### src/rtl/cell_pkg.sv
`default_nettype none
// ============================================================================
//  Module      : cell_pkg
//  Description : Shared lane type, FSM state encoding, precharge constant and
//                output fold helper for the cell evaluation array.
//  Revision    : 1.0 - initial release
// ============================================================================
package cell_pkg;

    typedef logic [7:0] lane_t;

    typedef enum logic [1:0] {
        IDLE = 2'd0,
        PRE  = 2'd1,
        EVA  = 2'd2,
        OUT  = 2'd3
    } state_t;

    // Value forced into lane bits [7:6] of precharged rows.
    localparam logic [1:0] PRE_BITS = 2'b11;

    // Output fold: top two bits come from the inverted low bits of the
    // evaluated lane, the low six bits pass straight through.
    function automatic lane_t fold_lane(input lane_t x);
        return {~x[1:0], x[5:0]};
    endfunction

endpackage
`default_nettype wire

### src/rtl/cell_eval_comb.sv
`default_nettype none
// ============================================================================
//  Module      : cell_eval_comb
//  Description : Combinational evaluate stage. Each lane is OR-ed with the
//                same lane of every row within REACH (window clipped at the
//                array edges, no wrap-around), then folded.
//  Revision    : 1.0 - initial release
// ============================================================================
module cell_eval_comb
    import cell_pkg::*;
#(
    parameter int ROWS  = 12,
    parameter int WIDTH = 1,
    parameter int REACH = 9
) (
    input  logic [ROWS-1:0][WIDTH-1:0][7:0] rows_in,
    output logic [ROWS-1:0][WIDTH-1:0][7:0] rows_out
);

    for (genvar r = 0; r < ROWS; r++) begin : g_row
        // Neighbour window bounds resolved at elaboration time.
        localparam int LO = (r >= REACH) ? (r - REACH) : 0;
        localparam int HI = ((r + REACH) > (ROWS - 1)) ? (ROWS - 1) : (r + REACH);

        for (genvar a = 0; a < WIDTH; a++) begin : g_lane
            lane_t w_iow;

            // OR the lane across the clipped neighbour window.
            always_comb begin
                w_iow = '0;
                for (int s = LO; s <= HI; s++) begin
                    w_iow = w_iow | rows_in[s][a];
                end
            end

            assign rows_out[r][a] = fold_lane(w_iow);
        end
    end

endmodule
`default_nettype wire

### src/rtl/cell_eval_array.sv
`default_nettype none
// ============================================================================
//  Module      : cell_eval_array
//  Description : Single-clock precharge / evaluate / fold engine over a
//                ROWS x WIDTH array of 8-bit lanes with valid/ready
//                handshakes on both sides. FSM: IDLE -> PRE -> EVA -> OUT.
//                Optional build macro CELL_MULTIPASS_EN adds a 'passes'
//                input that loops PRE/EVA several times before output.
//  Revision    : 1.0 - initial release
// ============================================================================
module cell_eval_array
    import cell_pkg::*;
#(
    parameter int              ROWS      = 12,
    parameter int              WIDTH     = 1,
    parameter int              REACH     = 9,
    parameter logic [ROWS-1:0] PRECHARGE = '1
) (
    input  logic                            clk,
    input  logic                            rst,
    input  logic                            in_valid,
    output logic                            in_ready,
    input  logic [ROWS-1:0][WIDTH-1:0][7:0] in_data,
`ifdef CELL_MULTIPASS_EN
    input  logic [3:0]                      passes,
`endif
    output logic                            out_valid,
    input  logic                            out_ready,
    output logic [ROWS-1:0][WIDTH-1:0][7:0] out_data,
    output logic                            busy
);

    state_t r_state;
    state_t w_next_state;

    logic [ROWS-1:0][WIDTH-1:0][7:0] r_rows;
    logic [ROWS-1:0][WIDTH-1:0][7:0] r_out_data;
    logic [ROWS-1:0][WIDTH-1:0][7:0] w_pre_rows;
    logic [ROWS-1:0][WIDTH-1:0][7:0] w_eval;
    logic                            w_more_passes;

    // Precharge: masked rows get their top two bits forced high.
    for (genvar r = 0; r < ROWS; r++) begin : g_pre_row
        for (genvar a = 0; a < WIDTH; a++) begin : g_pre_lane
            if (PRECHARGE[r]) begin : g_set
                assign w_pre_rows[r][a] = {PRE_BITS, r_rows[r][a][5:0]};
            end else begin : g_keep
                assign w_pre_rows[r][a] = r_rows[r][a];
            end
        end
    end

    cell_eval_comb #(
        .ROWS  (ROWS),
        .WIDTH (WIDTH),
        .REACH (REACH)
    ) u_eval (
        .rows_in  (r_rows),
        .rows_out (w_eval)
    );

`ifdef CELL_MULTIPASS_EN
    logic [3:0] r_passes;
    logic [3:0] r_pass_cnt;

    // Another loop is needed while fewer than passes-1 write-backs have run.
    assign w_more_passes = (r_pass_cnt < (r_passes - 4'd1));

    // Pass bookkeeping; a request of zero passes behaves as one.
    always_ff @(posedge clk) begin
        if (rst) begin
            r_passes   <= 4'd1;
            r_pass_cnt <= 4'd0;
        end else if (r_state == IDLE && in_valid) begin
            r_passes   <= (passes == 4'd0) ? 4'd1 : passes;
            r_pass_cnt <= 4'd0;
        end else if (r_state == EVA && w_more_passes) begin
            r_pass_cnt <= r_pass_cnt + 4'd1;
        end
    end
`else
    assign w_more_passes = 1'b0;
`endif

    // State register.
    always_ff @(posedge clk) begin
        if (rst) begin
            r_state <= IDLE;
        end else begin
            r_state <= w_next_state;
        end
    end

    // Next-state decode.
    always_comb begin
        w_next_state = r_state;
        case (r_state)
            IDLE:    if (in_valid) w_next_state = PRE;
            PRE:     w_next_state = EVA;
            EVA:     w_next_state = w_more_passes ? PRE : OUT;
            OUT:     if (out_ready) w_next_state = IDLE;
            default: w_next_state = IDLE;
        endcase
    end

    // Row register and result register; reset discards any transaction.
    always_ff @(posedge clk) begin
        if (rst) begin
            r_rows     <= '0;
            r_out_data <= '0;
        end else begin
            case (r_state)
                IDLE: if (in_valid) r_rows <= in_data;
                PRE:  r_rows <= w_pre_rows;
                EVA: begin
                    if (w_more_passes) begin
                        r_rows <= w_eval;
                    end else begin
                        r_out_data <= w_eval;
                    end
                end
                default: ;
            endcase
        end
    end

    // Handshake outputs are pure state decodes.
    assign in_ready  = (r_state == IDLE);
    assign out_valid = (r_state == OUT);
    assign busy      = (r_state != IDLE);
    assign out_data  = r_out_data;

endmodule
`default_nettype wire

### config.mk
export PLATFORM = sky130hd
export DESIGN_NAME = cell_eval_array
export DESIGN_NICKNAME = d
export VERILOG_FILES = /design/src/rtl/cell_pkg.sv /design/src/rtl/cell_eval_comb.sv /design/src/rtl/cell_eval_array.sv
export SDC_FILE = /design/constraint.sdc
export NUM_CORES = 1
export LEC_CHECK = 0
export ABC_AREA = 0
export CORE_AREA = 2 2 99 120
export CTS_CLUSTER_DIAMETER = 60
export DETAILED_ROUTE_END_ITERATION = 12
export DIE_AREA = 0 0 101 122
export PLACE_DENSITY = 0.83
export SYNTH_ARGS = -nofsm -noshare
export SYNTH_HDL_FRONTEND = slang
export SYNTH_SLANG_ARGS = --single-unit
### constraint.sdc
create_clock -name clk -period 1.7 [get_ports clk]
set_clock_uncertainty 0.15 [all_clocks]
set_input_delay 0.255 -clock clk [delete_from_list [all_inputs] [get_ports clk]]
set_output_delay 0.255 -clock clk [all_outputs]
set_load 0.02 [all_outputs]
==> flow_summary.toml, run 1 <==
[placement]
place_area_um2 = 6172
hpwl_um = 8726
place_inst = 801
io_buffers = 174
globalplace.congestion = 0.8004
dpl_worst_slack_ns = -0.06207

[sta]
hold-worst-slack_ns = 0.2448
hold_viol_final = 0
worst_pin_slew_ns = 0.5576
fin_ws_ns = -0.02623
rsz0062_at_grt = "true"
min_period_ns = 1.726
setup_violations = 3
max_freq_ghz = 0.5793
fin_tns_setup_ns = -0.04429
slew_headroom = 0.6248
drv_slew = 0
fin_crit_sh = 1.015

[floorplan]
fp.dieH_um = 122
ios = 199
start_util = 0.4075
core_area_um2 = 11300
dieArea_um2 = 12320
die_w_um = 101
rows = 43

[synthesis]
ys_seq_area_frac = 0.4957
synth-seq-cells = 114
yosysUniqueCellTypes = 36
syn-cell-area_um2 = 4604
yosysTopAreaCell = "dfxtp_1"
ys.warnings.count = 0
ys.flop_type = "dfxtp_1"
synth_edf_count = 0
syn_nets = 663
avgSynthCellArea_um2 = 8.237
synth_area_leaders = "dfxtp_1 (50%), nand2_1 (12%), buf_4 (9.1%)"
yosysTopAreaCellShare = 0.4957
netlist_instances = 559
async_flop_share = 0

[critical_path]
cp-start-kind = "flip-flop"
critPathKind = "flip-flop to flip-flop"
path_depth = 8
critPathSlowestCell = "dfxtp_2"
cp_slowest_stage_delay_ns = 0.34
cp-end-kind = "flip-flop"
worstSetupStartpoint = "r_state[1]"
cp.arrival_ns = 1.90
critPathMaxFanout = 6
crit_required_ns = 1.87
r2r_cells = 8
path_buf_inv = 4
r2r_start = "r_state[1]"
crit_family = "buffers and inverters"
path_cells = "inv_2 -> ha_4 -> buf_6 -> and3b_2 -> buf_12 -> buf_8 -> nand2_2 -> a21oi_1"

[grt]
grt_pass1_vias = 4068
grt_max_degree = 48
antenna_found_initial = 2
grt_pass1_wl_um = 19420
grt-ovfl-total = 0
track_usage = 0.2042

[route]
routedWlPerCell_um = 15.69
first_iter_violations = 214
wl_met1_um = 5236
totalWireLength_um = 13260
ant_nets = 0
vias = 4369
top_layer = "met4"
route.met3.wl_um = 802
drcViolationCount = 0
routed-wl-met2_um = 6819
drtPass1Iterations = 4
via_per_inst = 5.170

[clock_network]
cts_num_sinks = 114
htreeDepth = 4
insertion_delay_ns = 0.41
ctsLongestPathBuffers = 2
root_buffer = "clkbuf_16"
cts_tree = "built"
cts_buffers = 17
cts.clk_slew.worst_paths_ns = 0.06

[final_layout]
layout-drive-gt1-share = 0.1848
stdcell_area_um2 = 7094
nets = 800
final_cell_mix = "nand2_1 (123), dfxtp_1 (109), dlygate4sd2_1 (89)"
syn2layout_area_growth_pct = 54.08
stdcell_count = 845
final_common_cell = "nand2_1"

[power_and_ir_drop]
leakage_uw = 0.003132
vdd_drop_max_mv = 0.6523
p_per_area_nw_per_um2 = 1880

[worst_hold_path]
hold_path_class = "input port to flip-flop"
min_from = "in_data[67]"
min_delay_path_depth = 3

[outcome]
status = "finished with violations"
violations = "negative setup slack"

[run]
maxCapViolCount = 0
layout make-up:
cell class                 count  area, µm²
multi-input combinational    350       1958
timing repair buffer         207       2037
fill                         961       4204
antenna                        1      2.502
clock buffer                  18      439.2
clock inverter                14      177.7
sequential                   114       2288
inverter                       6      22.52
tap                          135      168.9
synthesized netlist by cell type, drive strengths merged (2+ instances only):
master / instances
o31ai: 4
or4: 3
buf: 68
nor2b: 3
clkbuf: 21
and4: 2
a21oi: 83
ha: 4
a211oi: 5
inv: 6
nand3: 2
a311oi: 2
o221a: 4
nor4: 6
nand4: 4
nor2: 24
o21ai: 12
a31oi: 8
nand2b: 8
o211a: 5
nor3: 14
dfxtp: 114
nand2: 148
worst min-delay path, delay by kind of cell:
family | cells | cell delay, ns
simple gates | 1 | 0.06
compound gates | 1 | 0.05
buf+inv | 1 | 0.39
cells by family after synthesis:
family                     after synthesis  share of synthesized area
AOI/OAI and AO/OA                      125                     0.1565
and+or+nand+nor                        221                     0.2106
adders and majority gates                4                    0.01087
DFF                                    114                     0.4957
buffers and inverters                   95                     0.1264
per-layer routing:
metal  vias to the layer above  global-route usage
met3                        35             0.04934
met2                       186              0.3646
met5                         -                   0
li1                       2105                   -
met1                      2043              0.2206
met4                         0              0.1090
state kept, by name, summed over array words and instances, names as in the netlist:
signal	count
out_data	40
r_rows	72
r_state	2
power breakdown:
group / switching (µW) / leakage, µW / internal [µW] / total (µW)
Clock: 1300 / 0.000290 / 2360 / 3650
Combinational: 3190 / 0.00191 / 2500 / 5690
Sequential: 550 / 0.000933 / 3440 / 3990
stage by stage:
step,util,total power (µW)
floorplan,-,7410
global placement,0.5463,9262
detailed placement,0.5463,9453
CTS,0.6020,12900
global route,0.6279,14040
finish,0.6279,13340
path summary, 6_finish.rpt:
check | to | slack [ns]
max | r_rows[21] | -0.03
min | r_rows[67] | 0.24
max reg2reg | r_rows[21] | -0.03
min reg2reg | out_data[86] | 0.30
repair_timing:
action / 4_1_cts / 5_1_grt
hold buffers: 1 / 0
resized for setup: 120 / 70
gates cloned: 2 / 2
pin swaps: 0 / 13
setup endpoints to repair: 123 / 80
setup buffers: 1 / 5
endpoints found under the hold margin: 8 / 0
No activity file was read; power rests on OpenSTA's default activity.
==> run 2, diff against run 1 <==
CORE_AREA = 2 2 117 142   (was 2 2 99 120)
DIE_AREA = 0 0 119 144   (was 0 0 101 122)
PLACE_DENSITY = 0.84   (was 0.83)
SYNTH_HIERARCHICAL = 1   (was default)
==> flow_summary.toml, run 2 <==
[sta]
worst_pin_slew_ns = 0.4899
slew_headroom = 0.6734
rsz0062_at_grt = "true"
setup_violations = 4
fin_crit_sh = 1.119
hold-worst-slack_ns = 0.01163
drv_slew = 0
fin_ws_ns = -0.2022
max_freq_ghz = 0.5257
hold_viol_final = 0
min_period_ns = 1.902

[route]
ant_nets = 0
drtPass1Iterations = 5
via_per_inst = 5.067
routedWlPerCell_um = 16.09
drcViolationCount = 0
vias = 5863
first_iter_violations = 391
totalWireLength_um = 18620

[final_layout]
final_cell_mix = "dfxtp_1 (164), nand2_1 (144), nor2_1 (106)"
final_common_cell = "dfxtp_1"
multiInputGateArea_um2 = 3008
seq_area_um2 = 3411
nets = 1034
syn2layout_area_growth_pct = 38.67
largest_register_ffs = 96
layout-drive-gt1-share = 0.1486
fillerInstances = 1326

[clock_network]
cts_tree = "built"
cts.clk_slew.worst_paths_ns = 0.06
root_buffer = "clkbuf_16"
cts_num_sinks = 170
cts_buffers = 17
htreeDepth = 4
ctsLongestPathBuffers = 2
insertion_delay_ns = 0.42

[synthesis]
syn-cell-area_um2 = 6959
ys.warnings.count = 6
netlist_instances = 774
syn_nets = 879
avgSynthCellArea_um2 = 8.991

[placement]
hpwl_um = 12070
globalplace.congestion = 0.7962
io_buffers = 174

[critical_path]
critPathKind = "flip-flop to flip-flop"
crit_required_ns = 1.85
cp-start-kind = "flip-flop"
cp.arrival_ns = 2.05
critPathMaxFanout = 3
critPathSlowestCell = "or4_4"
crit_family = "simple AND/OR/NAND/NOR gates"
worstSetupStartpoint = "r_rows[64]"
cp_slowest_stage_delay_ns = 0.55
path_buf_inv = 0
path_cells = "or4_4 -> or4_1 -> mux2i_1 -> nor2_1"
cp-end-kind = "flip-flop"
r2r_start = "r_rows[64]"

[grt]
grt-ovfl-total = 0
track_usage = 0.1979
grt_pass1_wl_um = 26740
antenna_found_initial = 2
grt_max_degree = 111
grt_pass1_vias = 5306

[floorplan]
rows = 51
dieArea_um2 = 17140
fp.dieH_um = 144
die_w_um = 119
start_util = 0.4380
core_area_um2 = 15890
ios = 199

[power_and_ir_drop]
leakage_uw = 0.004053
vdd_drop_max_mv = 0.8309
total_power_uw = 18820
p_per_area_nw_per_um2 = 1950

[worst_hold_path]
min_from = "rst"
hold_path_class = "input port to flip-flop"

[outcome]
violations = "negative setup slack"
status = "finished with violations"

[run]
maxCapViolCount = 0
-- run 2: cell types whose count changed in the layout (fill, tap and decap cells not counted), sizes merged, moves of 12 or more --
| cell | change |
|---|---|
| mux2i | +96 |
| nor2 | +82 |
| dfxtp | +56 |
| buf | +32 |
| nand3 | +15 |
| nor4 | +12 |
| o21ai | -12 |
-- run 2: stage by stage --
step | area, µm² | instances | worst slack (ns) | util | setup TNS [ns]
floorplan | 7044 | 774 | -0.05147 | - | -0.1848
global placement | 8802 | 1107 | -0.09165 | 0.5540 | -0.3149
detailed placement | 8802 | 1107 | -0.1247 | 0.5540 | -0.5742
CTS | 9266 | 1140 | -0.1166 | 0.5832 | -0.4652
global route | 9648 | 1156 | -0.2088 | 0.6072 | -2.364
finish | 9651 | 1157 | -0.2022 | 0.6074 | -0.5228
-- run 2: report_power, final --
part,leakage (µW),total (µW),internal [µW],switching (µW)
clock,0.000264,3660,2040,1620
sequential,0.00139,5800,5110,687
combinational,0.00240,9360,4330,5030
total,0.00405,18800,11500,7340
-- run 2: final timing paths --
kind                  to  slack [ns]  depth (start not counted)
max          out_data[0]       -0.20                          4
min           r_state[0]        0.01                          3
max reg2reg  out_data[0]       -0.20                          4
min reg2reg    r_rows[2]        0.31                          2
-- run 2: worst min-delay path: stages --
cell     delay, ns
buf_4         0.12
or4_1         0.11
o31ai_1       0.05
-- run 2: repair_timing --
item,CTS,global route
buffers inserted,1,5
endpoints found under the setup margin,112,114
cloned,0,10
hold endpoints to repair,0,0
resized for setup,111,30
hold buffers,0,0
pin swaps,3,8
-- run 2: cell type report --
cell class,count,share of cell area
Multi-Input combinational cell,496,0.3117
Clock buffer,21,0.04979
Clock inverter,11,0.009335
Antenna cell,3,0.0007779
Inverter,3,0.001167
Timing Repair Buffer,241,0.2463
Tap cell,212,0.02749
Sequential cell,170,0.3534
-- run 2: metal layers --
| metal | track usage | wire length [µm] | vias up |
|---|---|---|---|
| met5 | 0 | 0 | - |
| met4 | 0.09148 | 618 | 0 |
| met3 | 0.04653 | 957 | 43 |
| met2 | 0.3297 | 9261 | 197 |
| met1 | 0.2434 | 7777 | 2771 |
| li1 | - | - | 2852 |
